File: config.mk
export PLATFORM = sky130hd
export DESIGN_NAME = sram_port_arbiter
export DESIGN_NICKNAME = d
export VERILOG_FILES = /design/src/rtl/sram_arb_pkg.sv /design/src/rtl/sram_arb_pick.sv /design/src/rtl/sram_port_arbiter.sv
export SDC_FILE = /design/constraint.sdc
export NUM_CORES = 1
export LEC_CHECK = 0
export ABC_AREA = 1
export BUFFER_PORTS_ARGS = -buffer_cell sky130_fd_sc_hd__buf_4
export CAP_MARGIN = 30
export CORE_AREA = 2 2 92 94
export DETAILED_ROUTE_END_ITERATION = 16
export DIE_AREA = 0 0 94 96
export SLEW_MARGIN = 10
export SYNTH_ARGS = -nofsm -noshare
export SYNTH_HDL_FRONTEND = slang
export SYNTH_HIERARCHICAL = 1
export SYNTH_SLANG_ARGS = --single-unit
File: constraint.sdc
create_clock -name clk -period 1.46 [get_ports clk]
set_input_delay 0.292 -clock clk [delete_from_list [all_inputs] [get_ports clk]]
set_output_delay 0.292 -clock clk [all_outputs]
set_load 0.01 [all_outputs]
File: src/rtl/sram_arb_pkg.sv
// rtl/sram_arb_pkg.sv - shared types and sizes for the SAP-3 SRAM port arbiter
package sram_arb_pkg;

    localparam int SRAM_AW = 10;
    localparam int SRAM_DW = 32;

    typedef enum logic [1:0] {
        FREE = 2'd0,
        OWN0 = 2'd1,
        OWN1 = 2'd2
    } own_state_t;

    // Pending read response: launched in the grant cycle, consumed the next
    typedef struct packed {
        logic valid;
        logic port;
    } rd_tag_t;

endpackage

File: src/rtl/sram_arb_pick.sv
// rtl/sram_arb_pick.sv - two-way priority picker; fav names the port that wins a tie
module sram_arb_pick (
    input  logic [1:0] req,
    input  logic       fav,
    output logic [1:0] gnt
);

    always_comb begin
        gnt = 2'b00;
        case (req)
            2'b01:   gnt = 2'b01;
            2'b10:   gnt = 2'b10;
            2'b11:   gnt = fav ? 2'b10 : 2'b01;
            default: gnt = 2'b00;
        endcase
    end

endmodule

File: src/rtl/sram_port_arbiter.sv
// rtl/sram_port_arbiter.sv - CPU/loader arbiter for the shared 1024x32 SRAM with burst lock
// Optional build macro SRAM_ARB_RR_EN selects round-robin tie-break; default is port 0 priority.
module sram_port_arbiter
    import sram_arb_pkg::*;
#(
    parameter int AW = SRAM_AW,
    parameter int DW = SRAM_DW
) (
    input  logic          clk,
    input  logic          rst,
    input  logic [1:0]    req_i,
    input  logic [1:0]    we_i,
    input  logic [1:0]    lock_i,
    input  logic [AW-1:0] addr0_i,
    input  logic [AW-1:0] addr1_i,
    input  logic [DW-1:0] wdata0_i,
    input  logic [DW-1:0] wdata1_i,
    output logic [1:0]    gnt_o,
    output logic [1:0]    rvalid_o,
    output logic [DW-1:0] rdata_o,
    output logic [AW-1:0] sram_addr_o,
    output logic [DW-1:0] sram_din_o,
    output logic [DW-1:0] sram_bm_o,
    output logic          sram_wen_o,
    output logic          sram_ren_o,
    output logic          sram_men_o,
    input  logic [DW-1:0] sram_dout_i
);

    own_state_t state, state_nxt;
    rd_tag_t    tag;
    logic [1:0] pick_gnt;
    logic [1:0] gnt;
    logic       fav;
    logic       any_gnt;
    logic       sel;
    logic       sel_we;

`ifdef SRAM_ARB_RR_EN
    logic rr_ptr;

    always_ff @(posedge clk) begin
        if (rst) begin
            rr_ptr <= 1'b0;
        end else if (state == FREE && any_gnt) begin
            // favour whichever port did not just win
            rr_ptr <= gnt[0];
        end
    end

    assign fav = rr_ptr;
`else
    assign fav = 1'b0;
`endif

    sram_arb_pick u_pick (
        .req (req_i),
        .fav (fav),
        .gnt (pick_gnt)
    );

    always_ff @(posedge clk) begin
        if (rst) begin
            state <= FREE;
        end else begin
            state <= state_nxt;
        end
    end

    always_comb begin
        gnt       = 2'b00;
        state_nxt = state;
        if (!rst) begin
            case (state)
                FREE: begin
                    gnt = pick_gnt;
                    if (pick_gnt[0] && lock_i[0]) begin
                        state_nxt = OWN0;
                    end else if (pick_gnt[1] && lock_i[1]) begin
                        state_nxt = OWN1;
                    end
                end
                OWN0: begin
                    gnt = {1'b0, req_i[0]};
                    if (!(req_i[0] && lock_i[0])) begin
                        state_nxt = FREE;
                    end
                end
                OWN1: begin
                    gnt = {req_i[1], 1'b0};
                    if (!(req_i[1] && lock_i[1])) begin
                        state_nxt = FREE;
                    end
                end
                default: state_nxt = FREE;
            endcase
        end
    end

    assign any_gnt = |gnt;
    assign sel     = gnt[1];
    assign sel_we  = sel ? we_i[1] : we_i[0];

    assign gnt_o       = gnt;
    assign sram_men_o  = any_gnt;
    assign sram_wen_o  = any_gnt & sel_we;
    assign sram_ren_o  = any_gnt & ~sel_we;
    assign sram_addr_o = !any_gnt ? '0 : (sel ? addr1_i : addr0_i);
    assign sram_din_o  = !any_gnt ? '0 : (sel ? wdata1_i : wdata0_i);
    assign sram_bm_o   = '1;

    always_ff @(posedge clk) begin
        if (rst) begin
            tag <= '0;
        end else begin
            tag.valid <= any_gnt & ~sel_we;
            tag.port  <= sel;
        end
    end

    // rst also masks the response combinationally so nothing leaks out during reset
    assign rvalid_o = (tag.valid && !rst) ? (tag.port ? 2'b10 : 2'b01) : 2'b00;
    assign rdata_o  = (tag.valid && !rst) ? sram_dout_i : '0;

endmodule

# After elaboration in Yosys (flattened, before gate mapping)
# Cells that the tools add are included.
[word_totals] register_bits=4 out_inout_bits=113
[classes] n_eq_ne=8 muxes=16 bitwise_logic=3 reduce_logical=10
[op_table] op="32-bit two-way mux" n=3
[op_table] op="10-bit two-way mux" n=2
[op_table] op="2-bit two-way mux" n=7
[op_table] op="2-bit case mux with 3 select lines" n=2
[op_table] op="2-bit equality test (second input constant)" n=3
[op_table] op="1-bit logical AND" n=5
[op_table] op="2-bit by 1-bit equality test with 1-bit output (second input constant)" n=2
[op_table] op="2-bit != test (second input constant)" n=2
[op_table] op="2-bit case mux with 2 select lines" n=1
[op_table] op="2-bit OR reduction" n=2
[op_table] op="3-bit != test (second input constant)" n=1
[op_table] op="3-bit AND reduction" n=1
[op_table] op="1-bit AND" n=2
[op_table] op="2-bit zero test" n=1
[op_table] op="1-bit zero test" n=1
[op_table] op="1-bit two-way mux" n=1
[op_table] op="1-bit inverter" n=1

# Depth between registers and ports, before layout
[logic_depth] depth_word=8 mapped_depth=10 ltp_nobuf=9

# Hierarchy
# Netlist, hierarchy kept.
[by_module_without_submodules] mod="sram_port_arbiter" n_inst=1 cells_each=371 area_each_um2=1770.4 seq_area_each_um2=80.1
[by_module_without_submodules] mod="sram_arb_pick" n_inst=1 cells_each=5 area_each_um2=20.0 seq_area_each_um2=0.0

# Least setup slack after synthesis
# No wires, ideal clock.
[synth_timing] kind="flip-flop to output port" from="register state[1]" to="output port sram_din_o[22]" t_arrival_ns=1.183 t_required_ns=1.168 slack_ns=-0.015 path_stages_with_launch=9 path_cell_list="dfxtp_1 nor2_4 nand2_2 nand2_2 nand2_4 nand2_4 buf_6 nand2_1 nor2_1"
[synth_via] elab_chain_cells=5 word_cells_on_any_way=8 cone_classes="eq/ne (2); mux (4); reduce/logical (2)"
[synth_lines] element="start, declared" line_no="sram_port_arbiter.sv:30" source="own_state_t state, state_nxt;"
[synth_lines] element="start signal, assigned" line_no="sram_port_arbiter.sv:66" source="state <= state_nxt;"
[synth_lines] element="2-bit equality test (tied with other cells)" line_no="sram_port_arbiter.sv:74" source="case (state)"
[synth_lines] element="2-bit case mux with 3 select lines (*)" line_no="sram_port_arbiter.sv:74"
[synth_lines] element="2-bit two-way mux (*)" line_no="sram_port_arbiter.sv:73" source="if (!rst) begin"
[synth_lines] element="2-bit OR reduction (*)" line_no="sram_port_arbiter.sv:100" source="assign any_gnt = |gnt;"
[synth_lines] element="via sram_men_o" line_no="sram_port_arbiter.sv:26" source="output logic sram_men_o,"
[synth_lines] element="32-bit two-way mux (*)" line_no="sram_port_arbiter.sv:109" source="assign sram_din_o = !any_gnt ? '0 : (sel ? wdata1_i : wdata0_i);"
[synth_lines] element="end, declared" line_no="sram_port_arbiter.sv:22" source="output logic [DW-1:0] sram_din_o,"
# The timed path passes the listed nets; every way through them passes the cells marked *.

# Final worst setup path
[layout_timing] from="register state[0]" to="output port sram_din_o[18]"
[layout_via] elab_chain_cells=5 word_cells_on_any_way=8 cone_classes="eq/ne (2); mux (4); reduce/logical (2)"
[layout_lines] element="2-bit equality test (tied with other cells)" line_no="sram_port_arbiter.sv:74"
[layout_lines] element="2-bit case mux with 3 select lines (*)" line_no="sram_port_arbiter.sv:74"
[layout_lines] element="2-bit two-way mux (*)" line_no="sram_port_arbiter.sv:73"
[layout_lines] element="32-bit two-way mux or 2-bit OR reduction (tied branches)" line_no="sram_port_arbiter.sv:109, sram_port_arbiter.sv:100"
[layout_lines] element="32-bit two-way mux (*)" line_no="sram_port_arbiter.sv:109"
# Mark *: on every way between the ends. The rest lies on a longest branch, timed or not.

==> impl_metrics.env <==
export IMPL_grt_max_degree=24
export IMPL_track_usage_pct=14.24
export IMPL_rr_startpoint="state[0]"
export IMPL_cap_viol_max_count=0
export IMPL_ant_nets=0
export IMPL_finClkSkew_ns=0.001823
export IMPL_ir_drop_v=0.0001958
export IMPL_grt_pass1_wl_um=10420
export IMPL_fp_coreArea_um2=8051
export IMPL_seq_area_frac_synth_pct=4.472
export IMPL_timing_final_ws_setup_ns=-0.3593
export IMPL_via_per_inst=3.921
export IMPL_power_density_nw_per_um2=490.0
export IMPL_clk_pin_slew_ns=0.03
export IMPL_wire_per_inst_um=10.95
export IMPL_utilization_pct=49.25
export IMPL_cts_hold_fix_buffers=0
export IMPL_hold_start="rst"
export IMPL_htree_levels=1
export IMPL_syn_mean_instance_area_um2=4.762
export IMPL_crit_start="state[0]"
export IMPL_start_util_pct=22.24
export IMPL_dp_cells=684
export IMPL_drc=0
export IMPL_drt_pass1_iter_count=4
export IMPL_cp_start_kind="flip-flop"
export IMPL_critical_path_class="flip-flop to output pin"
export IMPL_ys_ff_latch=4
export IMPL_grt_pass1_vias=2431
export IMPL_finalSetupViolCount=80
export IMPL_clockBufferDepth=2
export IMPL_violations="negative setup slack"
export IMPL_die_area_um2=9024
export IMPL_cp_required_ns=1.17
export IMPL_fp_dieH_um=96
export IMPL_synth_top_area_share_pct=21.38
export IMPL_slew_viol_final=0
export IMPL_fmax_mhz=549.7
export IMPL_nFillCells=832
export IMPL_hold_path_class="primary input to flip-flop"
export IMPL_cp_arrival_ns=1.53
export IMPL_clkSinkCount=4
export IMPL_antenna_found_initial=0
export IMPL_rsz0062_at_grt="yes"
export IMPL_syn_cell_area_um2=1790
export IMPL_synth_area_leaders="nor2_1 (21%), nand2_1 (19%), inv_1 (18%)"
export IMPL_cts_tree="yes"
export IMPL_crit_fanout=21
export IMPL_min_period_over_period_pct=124.6
export IMPL_synth_area_leader_cell="nor2_1"
export IMPL_fp_dieW_um=94
export IMPL_cts_made_buffers=3
export IMPL_crit_path_end_kind="output pin"
export IMPL_syn_inst=376
export IMPL_yosys_warnings=6
export IMPL_antennaDiodeCount=0
export IMPL_netlist_cell_type_count=19
export IMPL_final_cells=700
export IMPL_period_minus_slack_ns=1.819
export IMPL_wl_um=7663
export IMPL_final_cell_area_um2=3965
export IMPL_clkLatencyLatePin_ns=0.21
export IMPL_port_buffers=204
export IMPL_synthToLayoutAreaGrowth_pct=121.5
export IMPL_final_nets=721
export IMPL_power_leakage_nw=2.484
export IMPL_ios=237
export IMPL_routabilityCongestion=0.8465
export IMPL_dpl_instance_area_um2=3453
export IMPL_status="finished, violations left"
export IMPL_hpwl_um=5739
export IMPL_drive_gt1_share_pct=57.65
export IMPL_overflow=0
export IMPL_cts_root_buf="clkbuf_8"
export IMPL_vias=2745
export IMPL_row_count=33
export IMPL_drt_iter0_drc=36
export IMPL_hold_viol_final=0
[final timing paths]
| path | end | slack (ns) | cells past startpoint |
|---|---|---|---|
| max | sram_din_o[18] | -0.36 | 9 |
| min | state[0] | 0.27 | 2 |
| max reg2reg | tag[1] | 0.07 | 9 |
| min reg2reg | state[0] | 0.60 | 2 |
[report_power, final]
part | leakage, nW | internal [mW] | switching [mW]
Clock | 0.0216 | 0.176 | 0.0547
Sequential | 0.0341 | 0.121 | 0.0145
Combinational | 2.43 | 0.828 | 0.749
Total | 2.48 | 1.12 | 0.818
[cells in the final DEF (no fill, tap or decap)]
cell	n
buf_4	208
inv_1	82
nand2_1	76
nor2_2	71
nor2_1	48
conb_1	34
nand2_2	22
buf_6	9
clkbuf_16	6
nand3_1	5
buf_12	5
nor2_4	4
nand2_4	4
nand2_8	3
clkbuf_8	3
buf_16	3
nand4_1	2
a21oi_1	2
dfxtp_1	2
clkinvlp_4	1
nand3_2	1
inv_4	1
nand3b_1	1
dfxtp_4	1
dfxtp_2	1
[worst max-delay path, stage by stage, from the launching register on]
cell     delay, ns
dfxtp_4       0.35
nor2_4        0.13
nand2_2       0.07
nand2_4       0.09
nand2_8       0.11
buf_12        0.18
nand2_1       0.12
nand2_4       0.06
nor2_2        0.07
buf_4         0.12
[what timing repair did]
| item | CTS | global route |
|---|---|---|
| gates resized for setup | 20 | 46 |
| pin swaps | 2 | 5 |
| buffers inserted | 0 | 2 |
| gates cloned | 3 | 8 |
| setup endpoints to repair | 61 | 82 |
[registers in the layout, summed over array words and instances, names as in the netlist]
| register | count |
|---|---|
| tag | 2 |
| state | 2 |
[routing by layer]
metal / global-route usage (%) / vias to the layer above / routed length (um) / share of wire, %
li1: - / 1420 / - / -
met1: 13.99 / 1191 / 2530 / 33
met2: 29.35 / 132 / 4346 / 57
met3: 4.307 / 2 / 758 / 9.9
met4: 2.415 / 0 / 27 / 0.35
met5: 0 / - / 0 / 0
[kinds of logic after synthesis]
logic type / count (synthesis) / synth area share, %
AND/OR/NAND/NOR: 236 / 56.39
flip-flops: 4 / 4.473
buffers and inverters: 132 / 38.15
other: 2 / 0.4194
AO/OA/AOI/OAI: 2 / 0.5591
[Yosys cell counts]
cell type	n
nand2_1	90
nand3_1	5
nand4_1	2
a21oi_1	2
buf_6	5
buf_8	2
nor2_1	102
nand3_2	1
nand2_4	2
nor2_4	1
inv_1	84
clkbuf_1	3
buf_2	6
dfxtp_1	4
buf_4	32
conb_1	2
nand3b_1	1
nand2_2	12
nor2_2	20
[cell type report]
| class | count | area (um2) | area share (%) |
|---|---|---|---|
| repair buffers | 231 | 1996 | 50.33 |
| multi-input cells | 273 | 1390 | 35.06 |
| inverters | 84 | 321.6 | 8.110 |
| well taps | 105 | 131.4 | 3.313 |
| flip-flops and latches | 4 | 85.08 | 2.146 |
| clock buffers | 3 | 41.29 | 1.041 |
[metrics by stage]
step	hold slack [ns]	setup WS [ns]	power (mW)	setup TNS, ns
2_1_floorplan	0.3611	0.003788	0.8559	0
3_3_place_gp	0.4672	-0.2727	1.446	-9.409
3_5_place_dp	0.4753	-0.2650	1.457	-9.611
4_1_cts	0.2592	-0.3691	1.784	-14.99
5_1_grt	0.2632	-0.4676	2.120	-24.90
6_report	0.2652	-0.3593	1.943	-18.42
Power figures use the tool's default switching activity.
